$ cat src/rtl/writeback_stage.sv
// writeback_stage: final stage of the five-stage RV32I core.
// Holds the MEM/WB pipeline register, extracts and extends load data,
// selects the register-file write value and counts retired instructions.
module writeback_stage #(
  parameter int INSTRET_WIDTH = 64
) (
  input  logic                     clk,
  input  logic                     rst_n,
  input  logic                     valid_m_i,
  input  logic                     reg_write_m_i,
  input  logic [1:0]               result_src_m_i,
  input  logic [2:0]               funct3_m_i,
  input  logic [31:0]              read_data_m_i,
  input  logic [31:0]              alu_result_m_i,
  input  logic [4:0]               rd_addr_m_i,
  input  logic [31:0]              pc_plus_4_m_i,
  input  logic                     stall_w_i,
  input  logic                     flush_w_i,
  output logic                     rf_we_o,
  output logic [4:0]               rf_waddr_o,
  output logic [31:0]              rf_wdata_o,
  output logic [INSTRET_WIDTH-1:0] instret_o
);

  localparam int DATA_WIDTH     = 32;
  localparam int REG_ADDR_WIDTH = 5;

  localparam logic [1:0] SRC_ALU  = 2'b00;
  localparam logic [1:0] SRC_LOAD = 2'b01;
  localparam logic [1:0] SRC_PC4  = 2'b10;

  localparam logic [2:0] F3_LB  = 3'b000;
  localparam logic [2:0] F3_LH  = 3'b001;
  localparam logic [2:0] F3_LBU = 3'b100;
  localparam logic [2:0] F3_LHU = 3'b101;

  typedef struct packed {
    logic                      valid;
    logic                      regWrite;
    logic [1:0]                resultSrc;
    logic [2:0]                funct3;
    logic [DATA_WIDTH-1:0]     readData;
    logic [DATA_WIDTH-1:0]     aluResult;
    logic [REG_ADDR_WIDTH-1:0] rdAddr;
    logic [DATA_WIDTH-1:0]     pcPlus4;
  } memWb_t;

  memWb_t                   memWb_q, memWb_d;
  logic [INSTRET_WIDTH-1:0] instret_q, instret_d;
  logic [7:0]               loadByte;
  logic [15:0]              loadHalf;
  logic [DATA_WIDTH-1:0]    loadData;
  logic [DATA_WIDTH-1:0]    resultData;

  // Next MEM/WB contents: flush injects a bubble (beating stall), stall holds, else load from M.
  always_comb begin
    memWb_d = memWb_q;
    if (flush_w_i) begin
      memWb_d.valid    = 1'b0;
      memWb_d.regWrite = 1'b0;
    end else if (!stall_w_i) begin
      memWb_d.valid     = valid_m_i;
      memWb_d.regWrite  = reg_write_m_i;
      memWb_d.resultSrc = result_src_m_i;
      memWb_d.funct3    = funct3_m_i;
      memWb_d.readData  = read_data_m_i;
      memWb_d.aluResult = alu_result_m_i;
      memWb_d.rdAddr    = rd_addr_m_i;
      memWb_d.pcPlus4   = pc_plus_4_m_i;
    end
  end

  // The instruction sitting in WB retires on any edge where it is not stalled, flush or not.
  always_comb begin
    instret_d = instret_q;
    if (memWb_q.valid && !stall_w_i) begin
      instret_d = instret_q + {{(INSTRET_WIDTH-1){1'b0}}, 1'b1};
    end
  end

  // Pipeline register and retirement counter, synchronously cleared by reset.
  always_ff @(posedge clk) begin
    if (!rst_n) begin
      memWb_q   <= '0;
      instret_q <= '0;
    end else begin
      memWb_q   <= memWb_d;
      instret_q <= instret_d;
    end
  end

  // Pick the addressed byte/half from the aligned word; misaligned accesses are not trapped.
  always_comb begin
    loadByte = memWb_q.readData[7:0];
    case (memWb_q.aluResult[1:0])
      2'd0:    loadByte = memWb_q.readData[7:0];
      2'd1:    loadByte = memWb_q.readData[15:8];
      2'd2:    loadByte = memWb_q.readData[23:16];
      default: loadByte = memWb_q.readData[31:24];
    endcase
    loadHalf = memWb_q.aluResult[1] ? memWb_q.readData[31:16] : memWb_q.readData[15:0];
  end

  // Sign- or zero-extend according to the load type; unknown types return the full word.
  always_comb begin
    loadData = memWb_q.readData;
    case (memWb_q.funct3)
      F3_LB:   loadData = {{24{loadByte[7]}}, loadByte};
      F3_LH:   loadData = {{16{loadHalf[15]}}, loadHalf};
      F3_LBU:  loadData = {24'h000000, loadByte};
      F3_LHU:  loadData = {16'h0000, loadHalf};
      default: loadData = memWb_q.readData;
    endcase
  end

  // Write-back value select; the reserved encoding yields zero.
  always_comb begin
    resultData = '0;
    case (memWb_q.resultSrc)
      SRC_ALU:  resultData = memWb_q.aluResult;
      SRC_LOAD: resultData = loadData;
      SRC_PC4:  resultData = memWb_q.pcPlus4;
      default:  resultData = '0;
    endcase
  end

  assign rf_we_o    = memWb_q.valid & memWb_q.regWrite & (memWb_q.rdAddr != '0);
  assign rf_waddr_o = memWb_q.rdAddr;
  assign rf_wdata_o = resultData;
  assign instret_o  = instret_q;

endmodule

$ cat config.mk
export PLATFORM = sky130hd
export DESIGN_NAME = writeback_stage
export DESIGN_NICKNAME = d
export VERILOG_FILES = /design/src/rtl/writeback_stage.sv
export SDC_FILE = /design/constraint.sdc
export NUM_CORES = 1
export LEC_CHECK = 0
export BUFFER_PORTS_ARGS = -buffer_cell sky130_fd_sc_hd__buf_2
export CAP_MARGIN = 20
export CORE_UTILIZATION = 45
export CTS_BUF_LIST = sky130_fd_sc_hd__clkbuf_8 sky130_fd_sc_hd__clkbuf_16
export DETAILED_ROUTE_END_ITERATION = 16
export PLACE_DENSITY = 0.84
export SETUP_SLACK_MARGIN = 0.1
export SYNTH_ARGS = -nofsm -noshare
export SYNTH_HDL_FRONTEND = slang
export SYNTH_SLANG_ARGS = --single-unit
$ cat constraint.sdc
create_clock -name clk -period 2.05 [get_ports clk]
set_clock_uncertainty 0.2 [all_clocks]
set_input_delay 0.205 -clock clk [delete_from_list [all_inputs] [get_ports clk]]
set_output_delay 0.205 -clock clk [all_outputs]
set_load 0.03 [all_outputs]
# [Yosys cells after proc, flatten, opt, wreduce, memory -nomap -nowiden]
# Index checks and enable logic that the tools add are counted.
[classes] bitwise_logic=5 n_mux=4 n_eq_ne=7 n_addsub=1 n_reduce_logical=8
[op_table] cell="$pmux 32 s4" n=1
[op_table] cell="$pmux 32 s3" n=1
[op_table] cell="$add 64x1->64 const B" n=1
[op_table] cell="$pmux 8 s3" n=1
[op_table] cell="$mux 16" n=1
[op_table] cell="$eq 3x3->1 const B" n=2
[op_table] cell="$reduce_bool 5->1" n=1
[op_table] cell="$eq 2x1->1 const B" n=2
[op_table] cell="$eq 2x2->1 const B" n=2
[op_table] cell="$logic_not 2->1" n=2
[op_table] cell="$eq 3x1->1 const B" n=1
[op_table] cell="$logic_not 3->1" n=1
[op_table] cell="$not 1->1" n=3
[op_table] cell="$and 1x1->1" n=2
[op_table] cell="$reduce_and 2->1" n=1
[op_table] cell="$reduce_or 2->1" n=1
[op_table] cell="$logic_and 1x1->1" n=1
[op_table] cell="$logic_not 1->1" n=1
[word_totals] register_bits=172 inputBits=112 wordCells=34 output_inout_bits=102

# [Longest topological paths before layout]
[depth] word_depth=4 ltp_mapped=7

# [Worst setup path after synthesis]
# No wires, ideal clock.
[synth_path] path_type="reg-to-reg" from="register instret_q[38] (netlist: instret_o[38])" to="register instret_q[52] (netlist: instret_o[52])" synth_period_minus_slack_ns=2.478 stages_incl_launch_ff=7 path_slack_ns=-0.428 required_time_ns=1.779 arrival_time_ns=2.208 setup_ns=0.071 cell_sequence="dfxtp_1 > nand4_2 > or4_1 > buf_2 > or2_0 > or4_1 > a21oi_1"
[synth_via] elab_chain_cells=1
[synth_lines] element="from (decl)" line="49" source="logic [INSTRET_WIDTH-1:0] instret_q, instret_d;"
[synth_lines] element="from (signal assigned)" line="88" source="instret_q <= instret_d;"
[synth_lines] element="$add 64x1->64" line="77" source="instret_d = instret_q + {{(INSTRET_WIDTH-1){1'b0}}, 1'b1};"
# No other way between the ends.
# A chain may end at the register's enable or synchronous reset.

# [Worst setup path in the final report]
[layout_path] from="register memWb_q[100] (netlist bit)" to="output rf_wdata_o[8]"
[layout_via] elab_chain_cells=3
[layout_lines] element="from (decl)" line="48" source="memWb_t memWb_q, memWb_d;"
[layout_lines] element="from (signal assigned)" line="87" source="memWb_q <= memWb_d;"
[layout_lines] element="$pmux 8 s3" line="95" source="case (memWb_q.aluResult[1:0])"
[layout_lines] element="$pmux 32 s4" line="107" source="case (memWb_q.funct3)"
[layout_lines] element="$pmux 32 s3" line="119" source="case (memWb_q.resultSrc)"
[layout_lines] element="to (decl)" line="21" source="output logic [31:0] rf_wdata_o,"
# No other way between the ends.

==> impl_metrics.csv <==
group,metric,value,unit
timing,worst_pin_slew,589,ps
clock_tree,clkTransAtPathRegs,70,ps
timing,hold_viol,0,
global_route,overflow,0,
critical_path,crit_slowest_cell,"or4b_4",
placed_design,port_buffers,213,
critical_path,cp_cell_sequence,"mux4_2 -> or4b_4 -> nand2_8 -> o221ai_4 -> o21ai_4 -> buf_6",
layout,area_growth,73.7,%
timing,finalCritPeriodShare,137,%
synthesis,async_flop_share,0,%
timing,final.setup.tns,-25370,ps
timing,report.final.slew_viol_count,0,
floorplan,rows,48,
layout,fin_nets,1587,
drt,drt_iter0_drc,1514,
placed_design,placed_area,10700,µm²
clock_tree,clk_latency,450,ps
global_route,grtUsageMet2,62.7,%
job,cap_violations,0,
floorplan,dieArea,18300,µm²
synthesis,syn_inst,1019,
layout,drive_gt1_share,43.4,%
clock_tree,cts_buffers,17,
clock_tree,cts_buffer_depth,2,
timing,min_period,2820,ps
min_path,hold_depth,5,
global_route,met3_usage,7.41,%
floorplan,core_area,17300,µm²
critical_path,critPathMaxStageDelay,550,ps
layout,seqCellArea,3570,µm²
global_route,track_usage,37.8,%
layout,fillers,922,
timing,grt_setup_unrepaired,"yes",
critical_path,worstPathRequired,1640,ps
critical_path,critPathKind,"reg -> out",
placed_design,globalplace.congestion,0.937,
timing,slew_headroom,60.6,%
synthesis,ys.flop_type,"dfxtp_1",
floorplan,fp.dieH,135,µm
floorplan,initial_utilization,46.2,%
global_route,busiest_layer,"met2",
min_path,hold_path_class,"in -> reg",
run_status,violations,"negative setup slack",
clock_tree,cts.sink_count,172,
floorplan,io_pins,214,
global_route,grt_pass1_wl,52900,µm
power,p_per_area,577,nW/µm²
critical_path,cp-end-kind,"output pin",
drt,final_antenna_net_count,0,
synthesis,synth.avg_cell_area,7.84,µm²
global_route,grt_max_degree,65,
clock_tree,cts_tree,"yes",
timing,max_freq,0.355,GHz
layout,fin_area,13900,µm²
drt,drt-wirelength-per-cell,23.8,µm
critical_path,cp_top_family,"simple AND/OR/NAND/NOR gates",
timing,fin_ws,-767,ps
critical_path,arrival,2410,ps
critical_path,critPathLaunchType,"flop",
drt,via_per_inst,6.33,
global_route,grt_pass1_vias,9977,
power,ir_worst_vdd,0.000674,V
synthesis,yosysWarnings,0,
synthesis,ys_ff_latch,172,
layout,multiInputGateArea,5370,µm²
critical_path,cp.depth,6,
power,leakagePower,5.60,nW
synthesis,seq_area_frac_synth,43.1,%
clock_tree,h-tree-depth,4,
critical_path,r2r_cells,6,
drt,first_pass_iters,8,
synthesis,synthDistinctLibCells,57,
synthesis,synth_area,7990,µm²
run_status,outcome,"finished with violations",
floorplan,die_w,135,µm
drt,drc,0,
clock_tree,cts_root_buffer,"clkbuf_16",
synthesis,syn_nets,1132,
critical_path,crit_fanout,7,
critical_path,worst-path-buf-inv,1,
global_route,antenna_found_initial,2,
drt,wirelength,40800,µm
drt,num_vias,10900,
global_route,gr-usage-met1,44.2,%
timing,finalSetupViolations,70,
placed_design,dp_hpwl,19800,µm
synthesis,synth-edff-count,0,
==> layout make-up <==
| type | instances | area share [%] |
|---|---|---|
| well taps | 225 | 2.03 |
| diodes | 3 | 0.0541 |
| multi-input cells | 764 | 38.7 |
| repair buffers | 505 | 29.0 |
| inverters | 14 | 0.415 |
| clock inverters | 14 | 0.865 |
| flip-flops and latches | 172 | 25.7 |
| clock buffers | 18 | 3.25 |
==> stage by stage <==
step                      instances  hold slack (ps)  total power, W  worst slack, ps  utilization [%]
after CTS                      1683              126         0.00780             -525             76.4
after detailed placement       1518              246         0.00441             -151             61.8
after global placement         1518              241         0.00439             -131             61.8
after global routing           1713              179         0.00816             -779             80.2
final                          1715              131         0.00801             -767             80.2
after floorplan                1019              122         0.00407             -187                -
==> where the power goes <==
part           switching (W)  internal (W)  total, W
logic               0.000695      0.000555   0.00125
registers          0.0000933       0.00341   0.00350
clock network        0.00151       0.00175   0.00325
==> kinds of logic (layout without fill, tap and decap cells) <==
logic type      after synthesis  in the layout  share of synthesized area [%]
compound gates              242            242                           17.5
xor+xnor                     27             27                           2.96
fa+ha+maj                     1              1                          0.157
buf+inv                      85            551                           4.43
flops                       172            172                           43.1
mux                          39             39                           5.07
other cells                   0              3                              0
simple gates                453            455                           26.7
==> cells in the mapped netlist, drive strengths merged (12+ instances only) <==
library cell,instances,share of area [%]
mux2i,36,4.5
dfxtp,172,43
or3,15,1.2
a21oi,146,9.1
buf,12,0.86
nand2,253,12
or4,16,1.5
nand3,24,1.6
nor2,64,3.0
o21ai,26,1.6
xor2,22,2.4
clkbuf,57,2.7
o31ai,14,1.3
o22ai,18,1.4
nand4,29,2.6
o221ai,14,1.5
==> sequential cells by signal, indices dropped and copies added (netlist names) <==
name        flops
instret_o      64
memWb_q       103
rf_waddr_o      5
==> worst reg2reg max path: cells and delay by family, from the launching register on <==
kind / cells / cell delay [ps]
buffers and inverters: 1 / 210
flip-flops: 1 / 350
AO/OA/AOI/OAI: 1 / 170
AND/OR/NAND/NOR: 4 / 1410
==> metal layers <==
metal  up-vias  share of wire [%]
met2       945                 45
met5         -                  0
met3       335                 11
met1      5074                 35
li1       4505                  -
met4         0                8.5
==> what timing repair did <==
action,CTS,global route
pin swaps,58,70
buffers inserted,17,34
hold buffers,112,0
cloned,4,1
endpoints found under the hold margin,115,0
setup endpoints to repair,67,78
gates resized for setup,166,103
==> placed cells by master, fill, tap and decap left out, types with 9 or more instances in the layout <==
cell	count
a21oi_1	125
a21oi_2	21
buf_2	181
buf_4	130
buf_6	71
clkbuf_16	18
dfxtp_1	114
dfxtp_2	35
dfxtp_4	23
dlygate4sd3_1	112
inv_1	14
mux2i_1	34
nand2_1	246
nand3_1	17
nand4_1	25
nor2_1	57
o21ai_0	9
o22ai_4	15
or3_4	9
or4_4	10
xor2_1	21
==> final timing paths <==
kind	endpoint	startpoint	slack [ps]
max reg2reg	instret_o[58]	instret_o[22]	-360
min	instret_o[0]	stall_w_i	130
max	rf_wdata_o[8]	memWb_q[100]	-770
min reg2reg	memWb_q[18]	memWb_q[18]	260
(Power assumes the default switching activity.)
